===== config.mk =====
export PLATFORM = sky130hd
export DESIGN_NAME = spi_tone_command_decoder
export DESIGN_NICKNAME = d
export VERILOG_FILES = /design/src/rtl/spi_tone_command_decoder_pkg.sv /design/src/rtl/spi_tone_command_decoder_frame_timeout_counter.sv /design/src/rtl/spi_tone_command_decoder.sv
export SDC_FILE = /design/constraint.sdc
export NUM_CORES = 1
export LEC_CHECK = 0
export ABC_AREA = 0
export CAP_MARGIN = 20
export CORE_UTILIZATION = 30
export DETAILED_ROUTE_END_ITERATION = 8
export PLACE_DENSITY = 0.54
export REMOVE_ABC_BUFFERS = 1
export SLEW_MARGIN = 15
export SYNTH_ARGS = -nofsm -noshare
export SYNTH_HDL_FRONTEND = slang
export SYNTH_SLANG_ARGS = --single-unit
export TNS_END_PERCENT = 5

===== constraint.sdc =====
create_clock -name CLK_50Mhz -period 2.9 [get_ports CLK_50Mhz]
set_clock_uncertainty 0.05 [all_clocks]
set_input_delay 0.58 -clock CLK_50Mhz [delete_from_list [all_inputs] [get_ports CLK_50Mhz]]
set_output_delay 0.58 -clock CLK_50Mhz [all_outputs]
set_load 0.02 [all_outputs]

===== src/rtl/spi_tone_command_decoder_pkg.sv =====
// Shared command encoding, field widths and decoder state type for the tone command path.
package music_box_pkg;
  localparam int FREQ_W     = 14;
  localparam int AMP_W      = 8;
  localparam int SPI_WORD_W = 16;

  typedef enum logic [1:0] {CMD_NOP, CMD_FREQ, CMD_AMP, CMD_COMMIT} spi_cmd_t;

  typedef enum logic {ST_IDLE, ST_COLLECT} decoder_state_t;
endpackage


===== src/rtl/spi_tone_command_decoder_frame_timeout_counter.sv =====
// Saturating frame timer: clear wins, counts while enabled, flags the last allowed cycle.
module frame_timeout_counter #(
  parameter int TIMEOUT_CYCLES = 50_000
) (
  input  logic CLK_50Mhz,
  input  logic reset_n,
  input  logic clear,
  input  logic enable,
  output logic terminal_count
);
  localparam int CNT_W = $clog2(TIMEOUT_CYCLES) + 1;
  localparam logic [CNT_W-1:0] LAST = CNT_W'(TIMEOUT_CYCLES - 1);

  logic [CNT_W-1:0] count;

  // Holds at LAST instead of wrapping so a suppressed timeout fires on the next quiet cycle.
  always_ff @(posedge CLK_50Mhz or negedge reset_n) begin
    if (!reset_n) begin
      count <= '0;
    end else if (clear) begin
      count <= '0;
    end else if (enable && (count != LAST)) begin
      count <= count + 1'b1;
    end
  end

  assign terminal_count = enable && (count == LAST);
endmodule


===== src/rtl/spi_tone_command_decoder.sv =====
// Collects FREQ/AMP command words into shadows and applies them atomically on COMMIT.
module spi_tone_command_decoder
  import music_box_pkg::*;
#(
  parameter int                 TIMEOUT_CYCLES = 50_000,
  parameter logic [FREQ_W-1:0]  FREQ_MAX       = 14'd12000,
  parameter logic [AMP_W-1:0]   AMP_MAX        = 8'd255
) (
  input  logic                  CLK_50Mhz,
  input  logic                  reset_n,
  input  logic                  in_wordValid,
  input  logic [SPI_WORD_W-1:0] in_word,
  output logic [FREQ_W-1:0]     out_frequency,
  output logic [AMP_W-1:0]      out_amplitude,
  output logic                  out_update,
  output logic                  out_frameError,
  output logic                  out_clamped,
  output logic                  out_busy
);
  function automatic logic [FREQ_W-1:0] clamp_freq(input logic [FREQ_W-1:0] v);
    return (v > FREQ_MAX) ? FREQ_MAX : v;
  endfunction

  function automatic logic [AMP_W-1:0] clamp_amp(input logic [AMP_W-1:0] v);
    return (v > AMP_MAX) ? AMP_MAX : v;
  endfunction

  // Stage p0: register the incoming word
  logic                  vld_p0;
  logic [SPI_WORD_W-1:0] word_p0;

  always_ff @(posedge CLK_50Mhz or negedge reset_n) begin
    if (!reset_n) vld_p0 <= 1'b0;
    else          vld_p0 <= in_wordValid;
  end

  always_ff @(posedge CLK_50Mhz) word_p0 <= in_word;

  spi_cmd_t cmd_p0;
  logic     is_data_p0, is_commit_p0;

  assign cmd_p0       = spi_cmd_t'(word_p0[15:14]);
  assign is_data_p0   = vld_p0 && ((cmd_p0 == CMD_FREQ) || (cmd_p0 == CMD_AMP));
  assign is_commit_p0 = vld_p0 && (cmd_p0 == CMD_COMMIT);

  // Stage p1: frame FSM, shadows and committed outputs
  decoder_state_t    state, state_nxt;
  logic [FREQ_W-1:0] shadow_freq, shadow_freq_nxt, freq_nxt;
  logic [AMP_W-1:0]  shadow_amp, shadow_amp_nxt, amp_nxt;
  logic              freq_pending, freq_pending_nxt, amp_pending, amp_pending_nxt;
  logic              clamped_nxt, update_nxt, error_nxt;
  logic              timer_clear, timer_enable, timer_tc;

  assign timer_enable = (state == ST_COLLECT);

  frame_timeout_counter #(.TIMEOUT_CYCLES(TIMEOUT_CYCLES)) u_timeout (
    .CLK_50Mhz      (CLK_50Mhz),
    .reset_n        (reset_n),
    .clear          (timer_clear),
    .enable         (timer_enable),
    .terminal_count (timer_tc)
  );

  always_comb begin
    state_nxt        = state;
    shadow_freq_nxt  = shadow_freq;
    shadow_amp_nxt   = shadow_amp;
    freq_pending_nxt = freq_pending;
    amp_pending_nxt  = amp_pending;
    freq_nxt         = out_frequency;
    amp_nxt          = out_amplitude;
    clamped_nxt      = out_clamped;
    update_nxt       = 1'b0;
    error_nxt        = 1'b0;
    timer_clear      = 1'b0;

    if (vld_p0 && (cmd_p0 == CMD_FREQ)) begin
      shadow_freq_nxt  = word_p0[FREQ_W-1:0];
      freq_pending_nxt = 1'b1;
    end
    if (vld_p0 && (cmd_p0 == CMD_AMP)) begin
      shadow_amp_nxt  = word_p0[AMP_W-1:0];
      amp_pending_nxt = 1'b1;
    end

    case (state)
      ST_IDLE: begin
        timer_clear = 1'b1;
        if (is_data_p0)        state_nxt = ST_COLLECT;
        else if (is_commit_p0) error_nxt = 1'b1;
      end
      ST_COLLECT: begin
        if (is_data_p0) begin
          timer_clear = 1'b1;
        end else if (is_commit_p0) begin
          state_nxt   = ST_IDLE;
          timer_clear = 1'b1;
          update_nxt  = 1'b1;
          if (freq_pending) begin
            freq_nxt = clamp_freq(shadow_freq);
            if (shadow_freq > FREQ_MAX) clamped_nxt = 1'b1;
          end
          if (amp_pending) begin
            amp_nxt = clamp_amp(shadow_amp);
            if (shadow_amp > AMP_MAX) clamped_nxt = 1'b1;
          end
          freq_pending_nxt = 1'b0;
          amp_pending_nxt  = 1'b0;
        end else if (timer_tc && !vld_p0) begin
          state_nxt        = ST_IDLE;
          timer_clear      = 1'b1;
          error_nxt        = 1'b1;
          shadow_freq_nxt  = '0;
          shadow_amp_nxt   = '0;
          freq_pending_nxt = 1'b0;
          amp_pending_nxt  = 1'b0;
        end
      end
      default: state_nxt = ST_IDLE;
    endcase
  end

  always_ff @(posedge CLK_50Mhz or negedge reset_n) begin
    if (!reset_n) begin
      state          <= ST_IDLE;
      shadow_freq    <= '0;
      shadow_amp     <= '0;
      freq_pending   <= 1'b0;
      amp_pending    <= 1'b0;
      out_frequency  <= '0;
      out_amplitude  <= '0;
      out_update     <= 1'b0;
      out_frameError <= 1'b0;
      out_clamped    <= 1'b0;
    end else begin
      state          <= state_nxt;
      shadow_freq    <= shadow_freq_nxt;
      shadow_amp     <= shadow_amp_nxt;
      freq_pending   <= freq_pending_nxt;
      amp_pending    <= amp_pending_nxt;
      out_frequency  <= freq_nxt;
      out_amplitude  <= amp_nxt;
      out_update     <= update_nxt;
      out_frameError <= error_nxt;
      out_clamped    <= clamped_nxt;
    end
  end

  assign out_busy = (state == ST_COLLECT);
endmodule


==> results of run 1 <==
[state kept, by name (all words and copies together), names as in the netlist]
| signal | count |
|---|---|
| shadow_amp | 8 |
| freq_pending | 1 |
| out_amplitude | 8 |
| out_clamped | 1 |
| out_frameError | 1 |
| out_update | 1 |
| out_frequency | 14 |
| amp_pending | 1 |
| out_busy | 1 |
| u_timeout.count | 17 |
| shadow_freq | 14 |
| vld_p0 | 1 |
| word_p0 | 16 |
[worst reg2reg max path, stage by stage (launching register included)]
cell and delay (ns):
dfrtp_1 0.44, nor4b_2 0.38, nand4_2 0.24, nor3_2 0.54, buf_4 0.31, o21bai_1 0.13
[cell families (layout without fill, tap and decap cells)]
| kind of cell | count (synthesis) | count (layout) | synth area share [%] |
|---|---|---|---|
| XOR/XNOR | 10 | 10 | 2.58 |
| flip-flops | 84 | 84 | 59.5 |
| buffers and inverters | 23 | 73 | 2.73 |
| AND/OR/NAND/NOR | 123 | 123 | 18.8 |
| adder cells (fa/ha/maj) | 4 | 4 | 1.47 |
| AO/OA/AOI/OAI | 63 | 63 | 12.2 |
| multiplexers | 8 | 8 | 2.65 |
[worst min-delay path by stage]
stage,start,end,slack [ns],cells after the start
detailed placement,out_clamped,out_clamped,0.41,1
global placement,out_clamped,out_clamped,0.40,1
finish,reset_n,shadow_freq[10],0.13,1
CTS,reset_n,shadow_freq[11],0.13,1
floorplan,reset_n,amp_pending,0.23,0
global route,reset_n,out_frequency[13],0.16,1
[metal layers]
metal  wire length, µm  vias up  part of all wire (%)  GRT usage [%]
met1              3420     1223                    47           17.6
met3               293       13                   4.1           4.04
met5                 0        -                     0              0
met4               139        0                   1.9           6.27
li1                  -     1200                     -              -
met2              3360       45                    47           21.5
[final cells by class]
type | instances | share of cell area [%]
inverter | 7 | 0.608
clock buffer | 10 | 5.53
tap | 140 | 4.06
sequential | 84 | 46.8
timing repair buffer | 50 | 11.1
multi-input combinational | 208 | 29.7
clock inverter | 6 | 2.17
[per-stage QoR]
stage | area (µm²) | std cells
6_report | 4320 | 505
5_1_grt | 4320 | 505
4_1_cts | 4320 | 505
3_5_place_dp | 3990 | 489
3_3_place_gp | 3990 | 489
2_1_floorplan | 3330 | 299
[Yosys cell counts, types with 4 or more instances]
master and count:
ha_1 4, a21oi_1 26, nor3_1 5, o21ai_1 7
clkbuf_1 12, nand4_1 7, nor2_1 13, xnor2_1 7
and2_1 4, o21ai_0 4, o22a_1 6, inv_1 7
dfrtp_1 68, nand2_1 43, mux2_1 8, dfxtp_1 16
nand3_1 28, a22o_1 5
[power by group]
group / internal (mW) / switching [mW] / total (mW)
clock: 0.785 / 0.482 / 1.27
sequential: 1.38 / 0.140 / 1.52
combinational: 0.381 / 0.355 / 0.735
total: 2.54 / 0.976 / 3.52
==> results.json, run 1 <==
{
  "critPathCaptureType": "register",
  "num_rows": 38,
  "grt_antenna_before_repair": 0,
  "cts_setup_buffers": 0,
  "worstPathRequired_ns": 3.12,
  "cp_num_buf_inv": 1,
  "firstDrtPassIters": 4,
  "holdWs_ns": 0.126,
  "r2r-start": "u_timeout.count[5]",
  "final_antenna_net_count": 0,
  "finalHoldViolCount": 0,
  "die_height_um": 108,
  "reg2reg_depth": 5,
  "initial_core_util_pct": 31.1,
  "finalCritPeriodShare_pct": 74.6,
  "portBuffers": 44,
  "endpoint": "out_frameError",
  "grt_max_degree": 28,
  "drive_above_1_share_pct": 8.22,
  "grt_usage_pct": 13.8,
  "cts_tree": "built",
  "rsz0062_at_grt": "no",
  "layout.nets": 383,
  "max-cap-violations": 0,
  "synth_area_leaders": "dfrtp_1 50%, dfxtp_1 9.4%, nand2_1 4.8%, nand3_1 4.1%, a21oi_1 3.8%",
  "place_hpwl_mm": 4.99,
  "layout_setup_ws_ns": 0.736,
  "drcViolationCount": 0,
  "cts_htree_levels": 3,
  "finalWeightedCongestion": 0.830,
  "crit_start": "u_timeout.count[5]",
  "tns_ns": 0,
  "leakage_nw": 1.81,
  "routed_wl_mm": 7.22,
  "slew_headroom_pct": 61.6,
  "synth_area_mm2": 0.00340,
  "vias_per_cell": 4.91,
  "areaGrowthSynthToFinish_pct": 27.1,
  "cts.clk_slew.worst_paths_ns": 0.07,
  "drtIter0Drc": 91,
  "design.die.area_mm2": 0.0118,
  "yosysWarnings": 0,
  "regArea_mm2": 0.00202,
  "r2r_setup_slack_ns": 0.74,
  "coreArea_mm2": 0.0109,
  "ctsHoldBuffers": 0,
  "period_needed_ns": 2.16,
  "final_cell_mix": "68 x dfrtp_1, 43 x nand2_1, 43 x clkdlybuf4s50_1, 28 x nand3_1, 26 x a21oi_1",
  "slew_viol_final": 0,
  "synth-edff-count": 0,
  "critical_path.cell_chain": "nor4b_2 -> nand4_2 -> nor3_2 -> buf_4 -> o21bai_1",
  "die_w_um": 108,
  "fillers": 1097,
  "slowest_delay_ns": 0.54,
  "io_pins": 45,
  "irDropWorstVdd_mv": 0.421,
  "p_total_mw": 3.52,
  "arrival_ns": 2.38,
  "path_depth": 5,
  "start_kind": "register",
  "synth_area_leader_cell": "dfrtp_1",
  "clockBufferDepth": 2,
  "clk_latency_ns": 0.34,
  "setup_viol": 0,
  "utilization_pct": 39.5,
  "cts-buffers-inserted": 9,
  "worst_pin_slew_ns": 0.570,
  "avgSynthCellArea_um2": 10.8,
  "grt-ovfl-total": 0,
  "synthCells": 315,
  "final_common_cell": "dfrtp_1",
  "r2r-end": "out_frameError",
  "min_path_type": "input port to asynchronous set/reset pin",
  "status": "complete, no violations",
  "first_global_vias": 2494,
  "cpLargestDelayFamily": "simple AND/OR/NAND/NOR gates",
  "ys.flop_type": "dfrtp_1",
  "cts_resized": 0,
  "cts_root_buffer": "clkbuf_16",
  "num_vias": 2481,
  "grt_pass1_wl_mm": 12.2,
  "wire_per_inst_um": 14.3,
  "synth_seq_cells": 84,
  "synthArstFlopShare_pct": 81.0,
  "fmax_mhz": 462,
  "multiInputGateArea_mm2": 0.00128,
  "cts_num_sinks": 84,
  "cp_slowest_cell": "nor3_2",
  "path_class": "register to register",
  "yosysSeqAreaShare_pct": 59.5,
  "powerDensity_mw_per_mm2": 815,
  "place_ws_ns": 0.728,
  "ys_types": 44,
  "n_antenna_cell": 0,
  "yosysTopAreaCellShare_pct": 50.1,
  "worstPathMaxFanout": 15
}
Note: power is estimated with default switching activity, not from simulation.
==> run 2: changes to the inputs <==
Clock period 2.9 ns to 2.1 ns, I/O delays scaled along.
==> run 2 against run 1 <==
Effect of this change: clock-buffer cell count is 1 higher; total power is 33% higher; worst setup slack worse by 0.63 ns; final area is 0.64% higher; non-clock buffer count is 7 higher; core utilization is 0.25 points higher; routed wire length is 1.8% higher; sequential share of layout area is 0.30 points lower; first-iteration DRC count is 3.3% lower; register-to-register slack worse by 0.63 ns.
==> results.json, run 2 (same netlist as run 1, synthesis figures left out) <==
{
  "firstDrtPassIters": 5,
  "min_path_type": "register to register",
  "dpl_cell_area_mm2": 0.00404,
  "grt_usage_pct": 13.8,
  "layout.nets": 390,
  "utilization_pct": 39.7,
  "initial_core_util_pct": 31.1,
  "fillers": 1087,
  "drcViolationCount": 0,
  "design.die.area_mm2": 0.0118,
  "finalWeightedCongestion": 0.766,
  "period_needed_ns": 2.00,
  "num_rows": 38,
  "regArea_mm2": 0.00202,
  "netSwitchingPower_mw": 1.32,
  "final_common_cell": "dfrtp_1",
  "p_sw_share_pct": 28.2,
  "critPathCaptureType": "output pin",
  "ctsHoldBuffers": 1,
  "wire_per_inst_um": 14.4,
  "num_vias": 2484,
  "areaGrowthSynthToFinish_pct": 28.0,
  "cts_htree_levels": 3,
  "drtIter0Drc": 88,
  "finalHoldViolCount": 0,
  "grt-ovfl-total": 0,
  "multiInputGateArea_mm2": 0.00128,
  "final_antenna_net_count": 0,
  "vias_per_cell": 4.85,
  "cpLargestDelayFamily": "buffers and inverters",
  "cts.clk_slew.worst_paths_ns": 0.06,
  "cts_setup_buffers": 0,
  "path_class": "register to output pin",
  "die_height_um": 108,
  "cts_root_buffer": "clkbuf_16",
  "worstPathMaxFanout": 8,
  "worst_pin_slew_ns": 0.506,
  "coreArea_mm2": 0.0109,
  "n_antenna_cell": 0,
  "largest_reg_flops": 17,
  "first_global_vias": 2487,
  "top_regs": "u_timeout.count: 17 flops, word_p0: 16 flops",
  "cts_num_sinks": 84,
  "p_clk_share_pct": 33.2,
  "status": "complete, no violations",
  "grt_pass1_wl_mm": 12.2,
  "slew_headroom_pct": 66.0,
  "largest-register": "u_timeout.count",
  "setup_viol": 0,
  "drive_above_1_share_pct": 9.14,
  "cp_slowest_cell": "clkdlybuf4s50_1",
  "arrival_ns": 1.53,
  "final_cell_mix": "68 x dfrtp_1, 43 x nand2_1, 43 x clkdlybuf4s50_1, 28 x nand3_1, 26 x a21oi_1",
  "critical_path.cell_chain": "clkdlybuf4s50_1",
  "rsz0062_at_grt": "no",
  "p_comb_share_pct": 22.0,
  "io_pins": 45,
  "cp_num_buf_inv": 1,
  "clk_latency_ns": 0.34,
  "place_hpwl_mm": 5.24,
  "grt_antenna_before_repair": 0,
  "die_w_um": 108,
  "grt_max_degree": 33,
  "cts_tree": "built",
  "powerDensity_mw_per_mm2": 1080,
  "tns_ns": 0,
  "slew_viol_final": 0,
  "routed_wl_mm": 7.35,
  "fmax_mhz": 500,
  "internal-power_mw": 3.36,
  "clockBufferDepth": 2,
  "cts_resized": 0,
  "p_seq_share_pct": 44.8,
  "irDropWorstVdd_mv": 0.661,
  "slowest_delay_ns": 0.68,
  "finalCritPeriodShare_pct": 95.2,
  "worstPathRequired_ns": 1.63,
  "p_total_mw": 4.68,
  "leakage_nw": 1.83,
  "portBuffers": 44,
  "finish.instance_area_mm2": 0.00435,
  "cts-buffers-inserted": 9,
  "start_kind": "register",
  "max-cap-violations": 0
}
[run 2: cell types whose count changed in the layout (fill, tap and decap cells not counted), sizes merged]
cell / previous run / this run
buf: 7 / 13
dlygate4sd3: 0 / 1
clkinv: 1 / 2
inv: 9 / 8
bufinv: 2 / 1
clkbuf: 10 / 11
[run 2: metal layers]
metal / up-vias / track usage (%) / part of all wire (%)
li1: 1225 / - / -
met1: 1200 / 16.4 / 45
met2: 51 / 23.1 / 49
met3: 8 / 4.82 / 4.9
met4: 0 / 4.44 / 1.2
met5: - / 0 / 0
[run 2: layout make-up]
cell class | count | area share, %
Sequential cell | 84 | 46.5
Multi-Input combinational cell | 208 | 29.5
Timing Repair Buffer | 57 | 12.6
Clock buffer | 11 | 5.35
Tap cell | 140 | 4.03
Clock inverter | 5 | 1.38
Inverter | 7 | 0.604
[run 2: path summary, 6_finish.rpt]
path	start	to	slack, ns	cells past startpoint
max	out_busy	out_busy	0.10	1
min	word_p0[11]	shadow_freq[11]	0.39	2
max reg2reg	shadow_freq[8]	out_frequency[10]	0.11	4
min reg2reg	word_p0[11]	shadow_freq[11]	0.39	2
max in group asynchronous	reset_n	u_timeout.count[4]	0.94	3
min in group asynchronous	reset_n	shadow_freq[8]	0.52	2
[run 2: through the flow]
stage               setup slack, ns  hold WS, ns  instances
CTS                          0.0854        0.402        512
detailed placement            0.145        0.344        495
floorplan                    0.0493       0.0744        299
global placement              0.159        0.344        495
global route                 0.0154        0.416        512
finish                        0.101        0.394        512
[run 2: tightest hold or removal path: cells and delay by family, from the launching register on]
family | cells | cell delay, ns
and+or+nand+nor | 1 | 0.07
AOI/OAI and AO/OA | 1 | 0.05
DFF | 1 | 0.29
[run 2: power by group through the flow]
stage               Combinational [mW]  Clock, mW  Sequential (mW)
detailed placement                1.04          0             2.13
global route                      1.11       1.67             2.14
global placement                  1.03          0             2.13
finish                            1.03       1.55             2.10
floorplan                        0.301          0             2.31
CTS                               1.04       1.60             2.10
==> run 3: changes to the inputs <==
Settings changed: ABC_AREA 0 to unset.
==> results of run 3 <==
Same layout as run 2: the final DEF is identical, and so are final timing and power.
